<file path="src/rtl/tlul_pkg.sv">
// Shared TL-UL definitions: channel opcodes and the arbiter state encoding.
package tlul_pkg;

  // A-channel request opcodes
  localparam logic [2:0] OP_PUT_FULL_DATA    = 3'd0;
  localparam logic [2:0] OP_PUT_PARTIAL_DATA = 3'd1;
  localparam logic [2:0] OP_GET              = 3'd4;

  // D-channel response opcodes
  localparam logic [2:0] OP_ACCESS_ACK       = 3'd0;
  localparam logic [2:0] OP_ACCESS_ACK_DATA  = 3'd1;

  // Arbiter transaction phases: one transaction in flight at a time
  typedef enum logic [1:0] {
    ST_IDLE   = 2'd0,
    ST_A_SEND = 2'd1,
    ST_D_WAIT = 2'd2,
    ST_D_SEND = 2'd3
  } arb_state_e;

endpackage

</file>
<file path="src/rtl/tlul_rr_pick.sv">
// Combinational round-robin picker: selects the first asserted request at or
// after ptr, wrapping around to index 0.
module tlul_rr_pick
  import tlul_pkg::*;
#(
  parameter int N  = 2,
  parameter int GW = 1
) (
  input  logic [N-1:0]  req,
  input  logic [GW-1:0] ptr,
  output logic          any,
  output logic [GW-1:0] idx
);

  logic [2*N-1:0] dbl_s;
  logic [N-1:0]   rot_s;
  int             pos_s;

  // Rotate the request vector so that bit 0 corresponds to ptr
  always_comb begin
    dbl_s = {req, req} >> ptr;
    rot_s = dbl_s[N-1:0];
  end

  // Scan the rotated vector from bit 0 and map the first hit back to a master index
  always_comb begin
    any   = 1'b0;
    idx   = {GW{1'b0}};
    pos_s = 0;
    for (int k = 0; k < N; k++) begin
      if (!any && rot_s[k]) begin
        any   = 1'b1;
        pos_s = (int'(ptr) + k) % N;
        idx   = GW'(pos_s);
      end else begin
        any   = any;
      end
    end
  end

endmodule

</file>
<file path="src/rtl/tlul_uart_arbiter.sv">
// Shares one TL-UL UART slave port between N masters. Round-robin grant on
// channel A, one transaction in flight, D response routed back by grant index.
module tlul_uart_arbiter
  import tlul_pkg::*;
#(
  parameter int N = 2,
  parameter int W = 8,
  parameter int A = 32,
  parameter int Z = 4,
  parameter int O = 5,
  parameter int I = 5
) (
  input  logic             CLK,
  input  logic             RST_N,
  // master A channels (master i in slice i)
  input  logic [N*3-1:0]   m_a_opcode,
  input  logic [N*3-1:0]   m_a_param,
  input  logic [N*Z-1:0]   m_a_size,
  input  logic [N*O-1:0]   m_a_source,
  input  logic [N*A-1:0]   m_a_address,
  input  logic [N*W-1:0]   m_a_mask,
  input  logic [N*8*W-1:0] m_a_data,
  input  logic [N-1:0]     m_a_valid,
  output logic [N-1:0]     m_a_ready,
  // master D channels (fields broadcast, valid per master)
  output logic [N*3-1:0]   m_d_opcode,
  output logic [N*2-1:0]   m_d_param,
  output logic [N*Z-1:0]   m_d_size,
  output logic [N*O-1:0]   m_d_source,
  output logic [N*I-1:0]   m_d_sink,
  output logic [N*8*W-1:0] m_d_data,
  output logic [N-1:0]     m_d_error,
  output logic [N-1:0]     m_d_valid,
  input  logic [N-1:0]     m_d_ready,
  // slave A channel
  output logic [2:0]       s_a_opcode,
  output logic [2:0]       s_a_param,
  output logic [Z-1:0]     s_a_size,
  output logic [O-1:0]     s_a_source,
  output logic [A-1:0]     s_a_address,
  output logic [W-1:0]     s_a_mask,
  output logic [8*W-1:0]   s_a_data,
  output logic             s_a_valid,
  input  logic             s_a_ready,
  // slave D channel
  input  logic [2:0]       s_d_opcode,
  input  logic [1:0]       s_d_param,
  input  logic [Z-1:0]     s_d_size,
  input  logic [O-1:0]     s_d_source,
  input  logic [I-1:0]     s_d_sink,
  input  logic [8*W-1:0]   s_d_data,
  input  logic             s_d_error,
  input  logic             s_d_valid,
  output logic             s_d_ready
);

  localparam int GW = (N > 1) ? $clog2(N) : 1;
  localparam int DW = 8 * W;

  arb_state_e      state_q, state_d;
  logic [GW-1:0]   g_q, g_d;
  logic [GW-1:0]   rr_ptr_q, rr_ptr_d;

  logic [2:0]      s_a_opcode_q, s_a_opcode_d;
  logic [2:0]      s_a_param_q, s_a_param_d;
  logic [Z-1:0]    s_a_size_q, s_a_size_d;
  logic [O-1:0]    s_a_source_q, s_a_source_d;
  logic [A-1:0]    s_a_address_q, s_a_address_d;
  logic [W-1:0]    s_a_mask_q, s_a_mask_d;
  logic [DW-1:0]   s_a_data_q, s_a_data_d;
  logic            s_a_valid_q, s_a_valid_d;
  logic            s_d_ready_q, s_d_ready_d;

  logic [2:0]      d_opcode_q, d_opcode_d;
  logic [1:0]      d_param_q, d_param_d;
  logic [Z-1:0]    d_size_q, d_size_d;
  logic [O-1:0]    d_source_q, d_source_d;
  logic [I-1:0]    d_sink_q, d_sink_d;
  logic [DW-1:0]   d_data_q, d_data_d;
  logic            d_error_q, d_error_d;
  logic [N-1:0]    m_d_valid_q, m_d_valid_d;

  logic [N-1:0]    m_a_ready_s;
  logic            pick_any_s;
  logic [GW-1:0]   pick_idx_s;

  tlul_rr_pick #(
    .N  (N),
    .GW (GW)
  ) u_pick (
    .req (m_a_valid),
    .ptr (rr_ptr_q),
    .any (pick_any_s),
    .idx (pick_idx_s)
  );

  // Next-state, capture and grant logic for the four transaction phases
  always_comb begin
    state_d       = state_q;
    g_d           = g_q;
    rr_ptr_d      = rr_ptr_q;
    s_a_opcode_d  = s_a_opcode_q;
    s_a_param_d   = s_a_param_q;
    s_a_size_d    = s_a_size_q;
    s_a_source_d  = s_a_source_q;
    s_a_address_d = s_a_address_q;
    s_a_mask_d    = s_a_mask_q;
    s_a_data_d    = s_a_data_q;
    s_a_valid_d   = s_a_valid_q;
    s_d_ready_d   = s_d_ready_q;
    d_opcode_d    = d_opcode_q;
    d_param_d     = d_param_q;
    d_size_d      = d_size_q;
    d_source_d    = d_source_q;
    d_sink_d      = d_sink_q;
    d_data_d      = d_data_q;
    d_error_d     = d_error_q;
    m_d_valid_d   = m_d_valid_q;
    m_a_ready_s   = {N{1'b0}};

    case (state_q)
      ST_IDLE: begin
        if (pick_any_s) begin
          m_a_ready_s[pick_idx_s] = 1'b1;
          g_d           = pick_idx_s;
          s_a_opcode_d  = m_a_opcode[pick_idx_s*3 +: 3];
          s_a_param_d   = m_a_param[pick_idx_s*3 +: 3];
          s_a_size_d    = m_a_size[pick_idx_s*Z +: Z];
          s_a_source_d  = m_a_source[pick_idx_s*O +: O];
          s_a_address_d = m_a_address[pick_idx_s*A +: A];
          s_a_mask_d    = m_a_mask[pick_idx_s*W +: W];
          s_a_data_d    = m_a_data[pick_idx_s*DW +: DW];
          s_a_valid_d   = 1'b1;
          state_d       = ST_A_SEND;
        end else begin
          state_d       = ST_IDLE;
        end
      end
      ST_A_SEND: begin
        if (s_a_valid_q && s_a_ready) begin
          s_a_valid_d = 1'b0;
          s_d_ready_d = 1'b1;
          state_d     = ST_D_WAIT;
        end else begin
          state_d     = ST_A_SEND;
        end
      end
      ST_D_WAIT: begin
        if (s_d_valid && s_d_ready_q) begin
          d_opcode_d  = s_d_opcode;
          d_param_d   = s_d_param;
          d_size_d    = s_d_size;
          d_source_d  = s_d_source;
          d_sink_d    = s_d_sink;
          d_data_d    = s_d_data;
          d_error_d   = s_d_error;
          s_d_ready_d = 1'b0;
          m_d_valid_d = {N{1'b0}};
          m_d_valid_d[g_q] = 1'b1;
          state_d     = ST_D_SEND;
        end else begin
          state_d     = ST_D_WAIT;
        end
      end
      ST_D_SEND: begin
        if (m_d_ready[g_q]) begin
          m_d_valid_d = {N{1'b0}};
          if (g_q == GW'(N - 1)) begin
            rr_ptr_d  = {GW{1'b0}};
          end else begin
            rr_ptr_d  = g_q + GW'(1);
          end
          state_d     = ST_IDLE;
        end else begin
          state_d     = ST_D_SEND;
        end
      end
      default: begin
        state_d     = ST_IDLE;
        s_a_valid_d = 1'b0;
        s_d_ready_d = 1'b0;
        m_d_valid_d = {N{1'b0}};
      end
    endcase
  end

  // State, grant and captured channel registers; reset abandons any transaction
  always_ff @(posedge CLK or negedge RST_N) begin
    if (!RST_N) begin
      state_q       <= ST_IDLE;
      g_q           <= {GW{1'b0}};
      rr_ptr_q      <= {GW{1'b0}};
      s_a_opcode_q  <= 3'd0;
      s_a_param_q   <= 3'd0;
      s_a_size_q    <= {Z{1'b0}};
      s_a_source_q  <= {O{1'b0}};
      s_a_address_q <= {A{1'b0}};
      s_a_mask_q    <= {W{1'b0}};
      s_a_data_q    <= {DW{1'b0}};
      s_a_valid_q   <= 1'b0;
      s_d_ready_q   <= 1'b0;
      d_opcode_q    <= 3'd0;
      d_param_q     <= 2'd0;
      d_size_q      <= {Z{1'b0}};
      d_source_q    <= {O{1'b0}};
      d_sink_q      <= {I{1'b0}};
      d_data_q      <= {DW{1'b0}};
      d_error_q     <= 1'b0;
      m_d_valid_q   <= {N{1'b0}};
    end else begin
      state_q       <= state_d;
      g_q           <= g_d;
      rr_ptr_q      <= rr_ptr_d;
      s_a_opcode_q  <= s_a_opcode_d;
      s_a_param_q   <= s_a_param_d;
      s_a_size_q    <= s_a_size_d;
      s_a_source_q  <= s_a_source_d;
      s_a_address_q <= s_a_address_d;
      s_a_mask_q    <= s_a_mask_d;
      s_a_data_q    <= s_a_data_d;
      s_a_valid_q   <= s_a_valid_d;
      s_d_ready_q   <= s_d_ready_d;
      d_opcode_q    <= d_opcode_d;
      d_param_q     <= d_param_d;
      d_size_q      <= d_size_d;
      d_source_q    <= d_source_d;
      d_sink_q      <= d_sink_d;
      d_data_q      <= d_data_d;
      d_error_q     <= d_error_d;
      m_d_valid_q   <= m_d_valid_d;
    end
  end

  // Grant ready is combinational for the winner; forced low while reset is held
  always_comb begin
    m_a_ready = m_a_ready_s & {N{RST_N}};
  end

  assign s_a_opcode  = s_a_opcode_q;
  assign s_a_param   = s_a_param_q;
  assign s_a_size    = s_a_size_q;
  assign s_a_source  = s_a_source_q;
  assign s_a_address = s_a_address_q;
  assign s_a_mask    = s_a_mask_q;
  assign s_a_data    = s_a_data_q;
  assign s_a_valid   = s_a_valid_q;
  assign s_d_ready   = s_d_ready_q;

  assign m_d_opcode  = {N{d_opcode_q}};
  assign m_d_param   = {N{d_param_q}};
  assign m_d_size    = {N{d_size_q}};
  assign m_d_source  = {N{d_source_q}};
  assign m_d_sink    = {N{d_sink_q}};
  assign m_d_data    = {N{d_data_q}};
  assign m_d_error   = {N{d_error_q}};
  assign m_d_valid   = m_d_valid_q;

endmodule

</file>
<file path="config.mk">
export PLATFORM = sky130hd
export DESIGN_NAME = tlul_uart_arbiter
export DESIGN_NICKNAME = d
export VERILOG_FILES = /design/src/rtl/tlul_pkg.sv /design/src/rtl/tlul_rr_pick.sv /design/src/rtl/tlul_uart_arbiter.sv
export SDC_FILE = /design/constraint.sdc
export NUM_CORES = 1
export LEC_CHECK = 0
export CAP_MARGIN = 20
export CORE_AREA = 2 2 242 244
export DETAILED_ROUTE_END_ITERATION = 7
export DIE_AREA = 0 0 244 246
export GPL_ROUTABILITY_DRIVEN = 0
export PLACE_DENSITY = 0.49
export SYNTH_ARGS = -nofsm -noshare
export SYNTH_HDL_FRONTEND = slang
export SYNTH_SLANG_ARGS = --single-unit
export TNS_END_PERCENT = 10
</file>
<file path="constraint.sdc">
create_clock -name CLK -period 2.6 [get_ports CLK]
set_clock_uncertainty 0.1 [all_clocks]
set_input_delay 0.78 -clock CLK [delete_from_list [all_inputs] [get_ports CLK]]
set_output_delay 0.78 -clock CLK [all_outputs]
set_load 0.02 [all_outputs]
</file>
# After elaboration in Yosys (flattened, before gate mapping)

Cells that the tools add are included.

Register bits after elaboration: 211
Bits of input ports: 330
Output and inout port bits: 293
Word-level logic and storage cells: 87

Add/sub/neg operators: 2
$mul: 2
$lt $le $gt $ge: 4
Eq/ne operators: 7
Shift operators: 8
Muxes and demuxes: 27
Bitwise operators: 1
Reductions and logical operators: 16

Operators with widths:

| operator              | number |
|---|---|
| $shiftx A128 B8 Y64   | 1 |
| $shiftx A64 B7 Y32    | 1 |
| $shiftx A16 B5 Y8     | 1 |
| $mux W1               | 15 |
| $mux W2               | 6 |
| $shiftx A6 B4 Y3      | 2 |
| $shiftx A10 B5 Y5     | 1 |
| $reduce_and A3 Y1     | 3 |
| $ne A2 B2 Y1 const B  | 4 |
| $pmux W2 S4           | 1 |
| $shiftx A8 B4 Y4      | 1 |
| $reduce_and A2 Y1     | 3 |
| $reduce_bool A2 Y1    | 3 |
| $logic_and A1 B1 Y1   | 5 |
| $eq A2 B2 Y1 const B  | 2 |
| $lt A1 B2 Y1 const B  | 2 |
| $mul A1 B3 Y4 const B | 1 |
| $pmux W1 S2           | 2 |
| $pmux W2 S2           | 1 |
| $shr A4 B1 Y2         | 1 |
| $mul A1 B2 Y3 const B | 1 |
| $add A1 B1 Y1 const B | 2 |
| $and A2 B2 Y2         | 1 |
| $demux W1 S1          | 2 |
| other kinds (4)       | 5 |

# Longest topological paths before layout

Depth in word-level cells: 12
Depth in mapped cells: 6
Mapped depth without buffers: 3

# Hierarchy

A second synthesis with hierarchy kept.

Cell total of the unflattened synthesis: 824
Area total of the unflattened synthesis: 10207.3 µm²

By module, submodules not included:

| module            | instances | cells each | area each (µm²) | seq. area each (µm²) |
|---|---|---|---|---|
| tlul_uart_arbiter | 1         | 821        | 10189.8         | 5280.1 |
| tlul_rr_pick      | 1         | 3          | 17.5            | 0.0 |

# Least setup slack after synthesis

OpenSTA, ideal clock, no wires.

Path type: input port to output port
Start point: in m_a_valid[1]
End point: out m_a_ready[0]
Arrival time: 1.723 ns
Required time: 1.720 ns
Setup slack: -0.003 ns
Cell stages on the path: 6
Path buffers: 3
Cell sequence: or2_1 -> buf_2 -> o211a_1 -> buf_6 -> buf_6 -> and2_1

Word-level cells in the longest chain between the ends: 12
Elaborated cells between the ends (all ways): 15
Classes of those cells: order compare (2); shift (1); mux (8); bitwise (1); reduce/logical (3)

RTL lines:

| element                                                            | RTL line                 | source |
|---|---|---|
| from (decl)                                                        | tlul_uart_arbiter.sv:23  | `input logic [N-1:0] m_a_valid,` |
| $shr A4 B1 Y2 *                                                    | tlul_rr_pick.sv:21       | `dbl_s = {req, req} >> ptr;` |
| $mux W1                                                            | tlul_rr_pick.sv:31       | `if (!any && rot_s[k]) begin` |
| $logic_not A1 Y1                                                   | tlul_rr_pick.sv:31       |  |
| $logic_and A1 B1 Y1                                                | tlul_rr_pick.sv:31       |  |
| $mux W1                                                            | tlul_rr_pick.sv:31       |  |
| $lt A1 B2 Y1 (implied by the code) or $ge A1 B1 Y1 (tied branches) | tlul_uart_arbiter.sv:124 | `m_a_ready_s[pick_idx_s] = 1'b1;` |
| $logic_and A1 B1 Y1 (implied by the code)                          | tlul_uart_arbiter.sv:124 |  |
| $mux W1 (implied by the code)                                      | tlul_uart_arbiter.sv:124 |  |
| $demux W1 S1                                                       | tlul_uart_arbiter.sv:124 |  |
| $mux W2 *                                                          | tlul_uart_arbiter.sv:123 | `if (pick_any_s) begin` |
| $mux W2 *                                                          | tlul_uart_arbiter.sv:121 | `case (state_q)` |
| $and A2 B2 Y2 *                                                    | tlul_uart_arbiter.sv:236 | `m_a_ready = m_a_ready_s & {N{RST_N}};` |
| to (decl)                                                          | tlul_uart_arbiter.sv:24  | `output logic [N-1:0] m_a_ready,` |

Every way passes the cells marked *; elsewhere a longest branch is shown, timed or not.

# Worst setup path in the final report

Ends and elaborated chain as after synthesis.

==> impl_metrics.yaml <==
status:
  status: "complete, no violations"
synthesis:
  synth.ff_latch_count: 211
  yosys.area.top_type: "dfrtp_1"
  muxShareOfSynthArea: 0.0981
  async_flop_share: 1.00
  syn_area_per_cell_um2: 11.7
  synthTopCellsByArea: "dfrtp_1 (54%), mux2_1 (9.7%), a221o_1 (7.3%)"
  synth-xor-area-share: 0
  syn-num-nets: 1161
  ys.flop_type: "dfrtp_1"
  ys.warnings.count: 0
  netlist_instances: 831
  synth.distinct_cells: 30
  yosys.area_share.simple: 0.0385
  synth_top_area_frac: 0.542
  yosysSeqAreaShare: 0.542
  synth_compound_area_frac: 0.214
  synth_edf_count: 0
  syn_area_mm2: 0.00975
  synth_top_family_by_area: "compound AO/OA/AOI/OAI gates"
  synthAdderAreaFrac: 0
hold_path:
  hold_class: "in -> async"
floorplan:
  io_pins: 623
  rows: 88
  initial_utilization: 0.170
  dieArea_mm2: 0.0600
  design.core.area_mm2: 0.0574
  die_width_um: 244
  fp.dieH_um: 246
pwr:
  pwr-share-seq: 0.280
  power.density_mw_per_mm2: 1280
  comb_power_share: 0.545
  intPower_mw: 13.3
  switching_power_mw: 8.68
  irDropWorstVdd_mv: 0.631
  switching_share: 0.395
  clkPwrFrac: 0.176
  finalPower_mw: 22.0
  leakagePower_nw: 6.74
cts:
  cts_htree_levels: 1
  cts_tree: "built"
  cts_root_buf: "clkbuf_16"
  cts.sinks: 211
  cts_hold_buf: 0
  insertion_delay_ns: 0.54
  post-cts-setup-buffers: 0
  clkTransAtPathRegs_ns: 0.05
  cts_buffers: 26
  clockBufferDepth: 3
timing:
  post-route-period-util: 0.994
  slew_viol_final: 0
  rsz0062_at_grt: "true"
  clock.fmax_ghz: 0.387
  report.final.setup_viol: 0
  period_minus_slack_ns: 2.58
  finalHoldViolCount: 0
  postLayoutSetupSlackWorst_ns: 0.0158
  fin_hold_ws_ns: 0.308
  worst_pin_slew_ns: 0.971
  slew_headroom: 0.353
placed_design:
  portBuffers: 622
  hpwl_mm: 30.1
  dp_slack_ns: -0.643
  place_area_mm2: 0.0163
  place_inst: 2090
route:
  vias: 8970
  firstDrtPassIters: 4
  drtAntennaViolNets: 0
  drt_iter0_drc: 352
  drc: 0
  wl_mm: 41.2
  wl_per_cell_um: 19.3
  viasPerCell: 4.20
global_routing:
  grt-busiest-layer: "met2"
  use_met1: 0.154
  grt_pass1_vias: 9408
  grt_remaining_overflow: 0
  use_met3: 0.0344
  grt_max_degree: 122
  grt_usage: 0.130
  grt_first_pass_wirelength_mm: 60.5
  antenna_found_initial: 4
  use_met2: 0.231
cells_and_area:
  area_delta_synth_final_pct: 76.7
  fillCellCount: 5917
  layout_commonest_cell: "clkdlybuf4s50_1"
  fin_cells: 2136
  final_nets: 1683
  drive_gt1_frac: 0.0664
  fin_area_mm2: 0.0172
  antenna_cells: 0
  mostFrequentLayoutCells: "clkdlybuf4s50_1 (616), dfrtp_1 (211), mux2_1 (84), a221o_1 (71), a21boi_0 (69)"
setup_path:
  cp_max_fo: 3
  startpoint: "m_a_valid[1]"
  start_kind: "primary input"
  arrival_ns: 1.70
  cp.required_ns: 1.72
  cpMaxStageDelayCell: "or2_4"
  worst-setup-path-type: "in -> out"
  worstReg2RegStart: "state_q[0]"
  cp_cell_sequence: "buf_2 -> buf_6 -> or2_4 -> o211a_4 -> and2_4 -> buf_12"
  end_kind: "primary output"
  slowest_delay_ns: 0.25
run:
  maxCapViolCount: 0
==> flip-flops by register name (all words and copies together) (netlist names), 2 cells and up <==
name and count:
s_a_address 32, d_size_q 4, d_data_q 64, s_a_size 4, d_sink_q 5, s_a_source 5
s_a_mask 8, m_d_valid 2, d_source_q 5, s_a_data 64, s_a_param 3, s_a_opcode 3
state_q 2, d_opcode_q 3, d_param_q 2
==> cell families after synthesis <==
logic type | after synthesis
DFF | 211
muxes | 85
buffers and inverters | 167
and+or+nand+nor | 72
AOI/OAI and AO/OA | 296
==> what timing repair did <==
action	CTS	global route
pin swaps	3	0
resized for setup	12	1
endpoints found under the setup margin	3	2
==> cell usage after synthesis (3+ instances only) <==
library cell and instances:
a31oi_1 49, nand2_1 6, dfrtp_1 211, nor2_1 6, buf_2 27, buf_6 8
and2_1 3, clkbuf_1 42, nand3_1 50, a221o_1 71, a21oi_1 49, buf_4 87
mux2_1 84, a21boi_0 69, o21ai_0 50
==> final timing paths <==
path                                 to  slack (ns)  cells after the start
max reg2reg                s_a_data[63]        0.58                      6
max                        m_a_ready[0]        0.02                      6
max in group asynchronous   s_a_mask[2]        1.51                      3
min                         d_size_q[3]        0.31                      3
min reg2reg                 d_data_q[1]        0.41                      1
min in group CLK            d_data_q[1]        0.41                      1
==> metal layers <==
| layer | part of all wire | vias up |
|---|---|---|
| met5 | 0.00056 | - |
| met4 | 0.025 | 4 |
| met3 | 0.073 | 57 |
| met2 | 0.51 | 418 |
| met1 | 0.39 | 4431 |
| li1 | - | 4060 |
==> cell type report <==
type	instances	area, µm²	share of cell area
Clock buffer	40	805	0.0467
Clock inverter	6	105	0.00610
Multi-Input combinational cell	453	3450	0.200
Timing Repair Buffer	658	6610	0.384
Tap cell	765	957	0.0556
Sequential cell	211	5280	0.307
Inverter	3	11.3	0.000654
==> critical path, delay by kind of cell <==
family / cells / cell delay [ns]
simple gates: 2 / 0.40
compound gates: 1 / 0.15
buf+inv: 3 / 0.38
==> through the flow <==
step                setup TNS [ns]   util
finish                           0  0.300
CTS                      -0.000967  0.300
global route               -0.0141  0.300
detailed placement          -15.39  0.284
floorplan                        0      -
global placement            -16.95  0.284
==> power by group through the flow <==
stage               clock [mW]  sequential, mW  combinational, mW
floorplan                    0            7.86               4.79
global placement             0            6.18               12.0
CTS                       4.02            6.18               12.2
detailed placement           0            6.18               12.1
finish                    3.87            6.15               12.0
global route              4.14            6.37               12.7
(Power assumes the default switching activity.)
